## src/rtl/core_pkg.sv

```systemverilog
// core: shared core-wide widths, writeback request type and a popcount helper.
package core;
   localparam int XLEN          = 32;
   localparam int REG_IDX_W     = 5;
   localparam int NUM_ARCH_REGS = 32;
   localparam int CNT_W         = 6;

   typedef logic [REG_IDX_W-1:0] reg_idx_t;

   typedef struct packed {
      logic            en;
      reg_idx_t        rd_num;
      logic [XLEN-1:0] rd_value;
   } rf_write_req_t;

   function automatic logic [CNT_W-1:0] popcount(input logic [NUM_ARCH_REGS-1:0] v);
      logic [CNT_W-1:0] c;
      c = '0;
      for (int i = 0; i < NUM_ARCH_REGS; i++) c = c + {{(CNT_W-1){1'b0}}, v[i]};
      return c;
   endfunction
endpackage

```

## src/rtl/rf_scoreboard.sv

```systemverilog
// rf_scoreboard: per-register busy bits with reserve/writeback/flush handling,
// reserve conflict detection and a registered busy popcount.
module rf_scoreboard (
   input  logic                  clk,
   input  logic                  rst,
   input  logic                  wr_en,
   input  core::reg_idx_t        wr_num,
   input  logic                  rsv_en,
   input  core::reg_idx_t        rsv_num,
   input  logic                  flush,
   input  core::reg_idx_t        rs1_num,
   input  core::reg_idx_t        rs2_num,
   output logic                  rs1_busy,
   output logic                  rs2_busy,
   output logic                  rsv_conflict,
   output logic [core::CNT_W-1:0] busy_count
);
   import core::*;

   logic [NUM_ARCH_REGS-1:0] r_busy;
   logic [NUM_ARCH_REGS-1:0] w_busy_nxt;
   logic [CNT_W-1:0]         r_count;
   logic                     w_rsv_valid;
   logic                     w_wb_same;
   logic                     w_rsv_set;

   assign w_rsv_valid  = rsv_en && rsv_num != '0;
   assign w_wb_same    = wr_en && wr_num == rsv_num;
   // a writeback retiring the same register frees it for this reserve
   assign rsv_conflict = w_rsv_valid && r_busy[rsv_num] && !w_wb_same;
   assign w_rsv_set    = w_rsv_valid && !rsv_conflict && !flush;

   always_comb begin
      w_busy_nxt = r_busy;
      if (wr_en) w_busy_nxt[wr_num] = 1'b0;
      if (w_rsv_set) w_busy_nxt[rsv_num] = 1'b1;
      if (flush) w_busy_nxt = '0;
      w_busy_nxt[0] = 1'b0;
   end

   always_ff @(posedge clk or negedge rst) begin
      if (!rst) begin
         r_busy  <= '0;
         r_count <= '0;
      end else begin
         r_busy  <= w_busy_nxt;
         r_count <= popcount(w_busy_nxt);
      end
   end

   assign rs1_busy   = r_busy[rs1_num] && !(wr_en && wr_num == rs1_num);
   assign rs2_busy   = r_busy[rs2_num] && !(wr_en && wr_num == rs2_num);
   assign busy_count = r_count;
endmodule

```

## src/rtl/reg_file.sv

```systemverilog
// reg_file: integer register file with two combinational read ports, optional
// same-cycle write forwarding, and an issue scoreboard.
module reg_file #(
   parameter int XLEN     = core::XLEN,
   parameter int NUM_REGS = core::NUM_ARCH_REGS,
   parameter bit BYPASS   = 1'b1
) (
   input  logic                    clk,
   input  logic                    rst,
   input  core::rf_write_req_t     rf_write_req,
   input  core::reg_idx_t          rs1_num,
   input  core::reg_idx_t          rs2_num,
   output logic [XLEN-1:0]         rs1_value,
   output logic [XLEN-1:0]         rs2_value,
   output logic                    rs1_busy,
   output logic                    rs2_busy,
   input  logic                    rsv_en,
   input  core::reg_idx_t          rsv_num,
   output logic                    rsv_conflict,
   input  logic                    flush,
   output logic [core::CNT_W-1:0]  busy_count
);
   import core::*;

   logic [XLEN-1:0] r_regs [NUM_REGS];
   logic            w_wr;
   logic            w_fwd1;
   logic            w_fwd2;
   logic            w_sb_rs1_busy;
   logic            w_sb_rs2_busy;
   logic            w_sb_conflict;

   assign w_wr = rf_write_req.en && rf_write_req.rd_num != '0;

   always_ff @(posedge clk or negedge rst) begin
      if (!rst) begin
         for (int i = 0; i < NUM_REGS; i++) r_regs[i] <= '0;
      end else if (w_wr) begin
         r_regs[rf_write_req.rd_num] <= rf_write_req.rd_value;
      end
   end

   assign w_fwd1 = BYPASS && w_wr && rf_write_req.rd_num == rs1_num;
   assign w_fwd2 = BYPASS && w_wr && rf_write_req.rd_num == rs2_num;

   // outputs are forced quiet while reset is held, including the forward path
   assign rs1_value = (!rst || rs1_num == '0) ? '0 : w_fwd1 ? rf_write_req.rd_value : r_regs[rs1_num];
   assign rs2_value = (!rst || rs2_num == '0) ? '0 : w_fwd2 ? rf_write_req.rd_value : r_regs[rs2_num];

   rf_scoreboard u_sb (
      .clk          (clk),
      .rst          (rst),
      .wr_en        (rf_write_req.en),
      .wr_num       (rf_write_req.rd_num),
      .rsv_en       (rsv_en),
      .rsv_num      (rsv_num),
      .flush        (flush),
      .rs1_num      (rs1_num),
      .rs2_num      (rs2_num),
      .rs1_busy     (w_sb_rs1_busy),
      .rs2_busy     (w_sb_rs2_busy),
      .rsv_conflict (w_sb_conflict),
      .busy_count   (busy_count)
   );

   assign rs1_busy     = rst && w_sb_rs1_busy;
   assign rs2_busy     = rst && w_sb_rs2_busy;
   assign rsv_conflict = rst && w_sb_conflict;
endmodule

```

## config.mk

```make
export PLATFORM = sky130hd
export DESIGN_NAME = reg_file
export DESIGN_NICKNAME = d
export VERILOG_FILES = /design/src/rtl/core_pkg.sv /design/src/rtl/rf_scoreboard.sv /design/src/rtl/reg_file.sv
export SDC_FILE = /design/constraint.sdc
export NUM_CORES = 2
export LEC_CHECK = 0
export ABC_CLOCK_PERIOD_IN_PS = 17500
export BUFFER_PORTS_ARGS = -buffer_cell sky130_fd_sc_hd__buf_2
export CAP_MARGIN = 20
export CELL_PAD_IN_SITES_DETAIL_PLACEMENT = 0
export CELL_PAD_IN_SITES_GLOBAL_PLACEMENT = 1
export CORE_MARGIN = 2
export CORE_UTILIZATION = 58
export DETAILED_ROUTE_END_ITERATION = 8
export GPL_ROUTABILITY_DRIVEN = 0
export PLACE_DENSITY_LB_ADDON = 0.1
export SYNTH_ARGS = -nofsm -noshare
export SYNTH_HDL_FRONTEND = slang
export SYNTH_HIERARCHICAL = 1
export SYNTH_SLANG_ARGS = --single-unit
export TNS_END_PERCENT = 20
```

## constraint.sdc

```tcl
create_clock -name clk -period 17.5 [get_ports clk]
set_clock_uncertainty 0.05 [all_clocks]
set_input_delay 3.5 -clock clk [delete_from_list [all_inputs] [get_ports clk]]
set_output_delay 3.5 -clock clk [all_outputs]
set_load 0.02 [all_outputs]
```

==> metrics.cfg <==
[run_status]
status=finished, final reports clean

[logic_synthesis]
synth_edf_count=0
synth_cells=4220
ys_async_sr_fraction_pct=100
synth_top_cells_by_area=dfrtp_1 (45%), mux2_2 (19%), mux4_2 (15%)
syn_area_per_cell_um2=14.0
yosysWarningCount=6
ys_seq_elements=1061
synth.distinct_cells=66
synth_area_mm2=0.0591
yosys.area.top_type=dfrtp_1
yosysTopAreaCellShare_pct=44.9
synth_ff_type=dfrtp_1
synth-seq-area-share_pct=44.9
postSynthNetCount=4307

[setup_path]
cp.arrival_ns=7.49
crit_type=in -> out
slowest_delay_ns=0.70
cp_top_family=buffers and inverters
crit_fanout=57
crit_slowest_cell=buf_4
path_cells=buf_8, buf_4, nor2b_4, buf_4, buf_4, a221oi_1, a22oi_1, a21oi_1, a211o_1, buf_2
timing.rr.start=u_sb/r_busy[20]
endpoint=rs2_value[13]
worst_setup_path_end_kind=output port
reg2reg_depth=20
cp-start-kind=input pin
reg2reg_to=u_sb/busy_count[4]
r2r_slack_ns=11.03
worst-path-buf-inv=5
path_depth=10
cpMostUsedCell=buf_4
required_ns=13.95
crit_path_start=rs2_num[1]

[cells_and_area]
layout-drive-gt1-share_pct=45.0
multi_input_area_mm2=0.0306
syn2layout_area_growth_pct=8.96
regArea_mm2=0.0266
final_nets=4158
final_util_pct=63.5
fin_area_mm2=0.0644
layout.cells.non_filler=5541
fillers=7759

[route]
wl_met3_um=15800
drcViolationCount=0
vias_per_cell=7.15
antenna_left=0
routedWlPerCell_um=33.8
wl_um=188000
wl_met2_um=86800
vias=39600
drt_iter0_markers=3837
wl_met1_um=76200
maxUsedRoutingLayer=met5
dr.pass1.iters=5

[pwr]
ir_worst_vdd_uv=86.9
total_power_mw=7.23
cellPowerDensity_mw_per_mm2=112
p_leak_nw=28.4

[timing]
fin_crit_ns=11.04
setup_viol=0
finalSetupTns_ns=0
finalHoldViolCount=0
holdWs_ns=0.345
worst_pin_slew_ns=1.15
rsz0062_at_grt=false
fin_crit_sh_pct=63.1
slew_viol_final=0
setup_slack_ns=6.46
max_freq_ghz=0.0906
slew_headroom_pct=23.6

[job]
cap_violations=0

[grt]
grt_pass1_wl_um=276000
antenna_found_initial=14
grt_max_degree=122
grt_pass1_vias=40300
grtUsageTotal_pct=36.4
grt_overflow=0

[cts]
cts_hold_buf=0
cts_setup_buffers=0
cts_tree=yes
root_buffer=clkbuf_16
htree_levels=3
cts_buffers=115
post_cts_resized=0
clk_latency_ns=0.71
cts.clk_slew.worst_paths_ns=0.06
cts_buffer_depth=3
clock_sinks=1061

[floorplanning]
row_count=117
pin_count=130
fp.dieW_um=323
core_area_mm2=0.101
die_area_mm2=0.104
initial_core_util_pct=58.3
die_h_um=323

[place]
placed_cells=5318
port_buffers=129
dpl.hpwl_um=102000
dpl-instance-area_mm2=0.0603
place_ws_ns=6.46

[hold_path]
hp-class=reg -> reg

routing by layer:
layer | vias to the layer above | GRT usage (%)
met2 | 1768 | 56.6
met5 | - | 0
li1 | 16000 | -
met3 | 449 | 8.15
met4 | 18 | 15.1
met1 | 21400 | 49.8
where the power goes:
part / leakage (nW) / total (mW) / internal, mW / switching (mW)
Sequential: 13.6 / 3.24 / 2.91 / 0.338
Clock: 1.98 / 2.57 / 1.52 / 1.05
Combinational: 12.7 / 1.41 / 0.802 / 0.612
Total: 28.4 / 7.23 / 5.23 / 2.00
state kept, by name, summed over array words and instances, names as in the netlist:
register and cells:
r_regs 1024, u_sb/busy_count 6, u_sb/r_busy 31
how the worst min path moves through the flow:
stage                 startpoint            to  cells past startpoint
CTS                  r_regs[993]   r_regs[993]                      0
finish              r_regs[1014]  r_regs[1014]                      0
global route        r_regs[1008]  r_regs[1008]                      0
floorplan           r_regs[1000]  r_regs[1000]                      1
global placement     r_regs[998]   r_regs[998]                      0
detailed placement  r_regs[1010]  r_regs[1010]                      0
cell type report:
cell class                 count  share of cell area [%]
sequential                  1061                    41.2
timing repair buffer         209                    2.14
inverter                      30                   0.175
tap                         1368                    2.66
multi-input combinational   2654                    47.5
antenna                        4                  0.0155
clock inverter                49                   0.905
clock buffer                 166                    5.33
worst register-to-register path: stages (launching register included):
cell,delay [ns]
dfrtp_1,0.45
mux2i_1,0.19
o22ai_1,0.09
or4_4,0.52
and2_4,0.25
o31ai_1,0.43
fa_1,0.56
inv_1,0.12
fa_1,0.43
fa_1,0.52
fa_1,0.43
fa_1,0.49
inv_1,0.05
fa_1,0.48
inv_1,0.05
fa_1,0.41
fa_1,0.47
inv_1,0.08
a21o_1,0.10
a21oi_1,0.07
xnor2_1,0.13
cell usage in the layout, fill, tap and decap left out, types with 24 or more instances in the layout:
| cell type | n |
|---|---|
| mux4_2 | 401 |
| a22oi_1 | 64 |
| a221oi_1 | 50 |
| mux2_2 | 995 |
| a21oi_1 | 104 |
| dfrtp_1 | 1061 |
| a32o_1 | 32 |
| o21ai_0 | 39 |
| nor2_1 | 26 |
| a211oi_1 | 98 |
| nor3b_1 | 25 |
| buf_4 | 75 |
| clkinv_2 | 24 |
| o22ai_1 | 35 |
| clkbuf_8 | 31 |
| nand2_1 | 51 |
| clkbuf_16 | 118 |
| mux2i_1 | 342 |
| nor2b_1 | 35 |
| o221ai_1 | 32 |
| a211o_1 | 35 |
| o21bai_1 | 32 |
| inv_1 | 28 |
| buf_2 | 121 |
Yosys cell counts (all sizes together), types with 6 or more instances:
cell / number
nand3: 12
xor2: 11
nor4: 7
a211oi: 98
nor2: 46
nand2b: 14
mux4: 401
a31oi: 10
o21bai: 32
ha: 7
and2: 6
nand3b: 16
o31a: 9
nand2: 66
nor3b: 25
a22oi: 64
xnor2: 17
o31ai: 22
dfrtp: 1061
a211o: 35
o21ai: 42
clkbuf: 253
mux2: 995
fa: 23
inv: 29
buf: 222
o221ai: 32
nor3: 9
a221oi: 64
nor2b: 37
mux2i: 342
o22ai: 35
a32o: 32
a21oi: 104
logic make-up (layout without fill, tap and decap cells):
group	after synthesis	count (layout)	share of synthesized area, %
compound gates	596	596	7.46
xor+xnor	28	28	0.415
fa+ha+maj	30	30	0.927
buf+inv	505	454	3.80
flops	1061	1061	44.9
mux	1738	1738	40.0
other cells	0	4	0
simple gates	262	262	2.44
(Power assumes the default switching activity.)
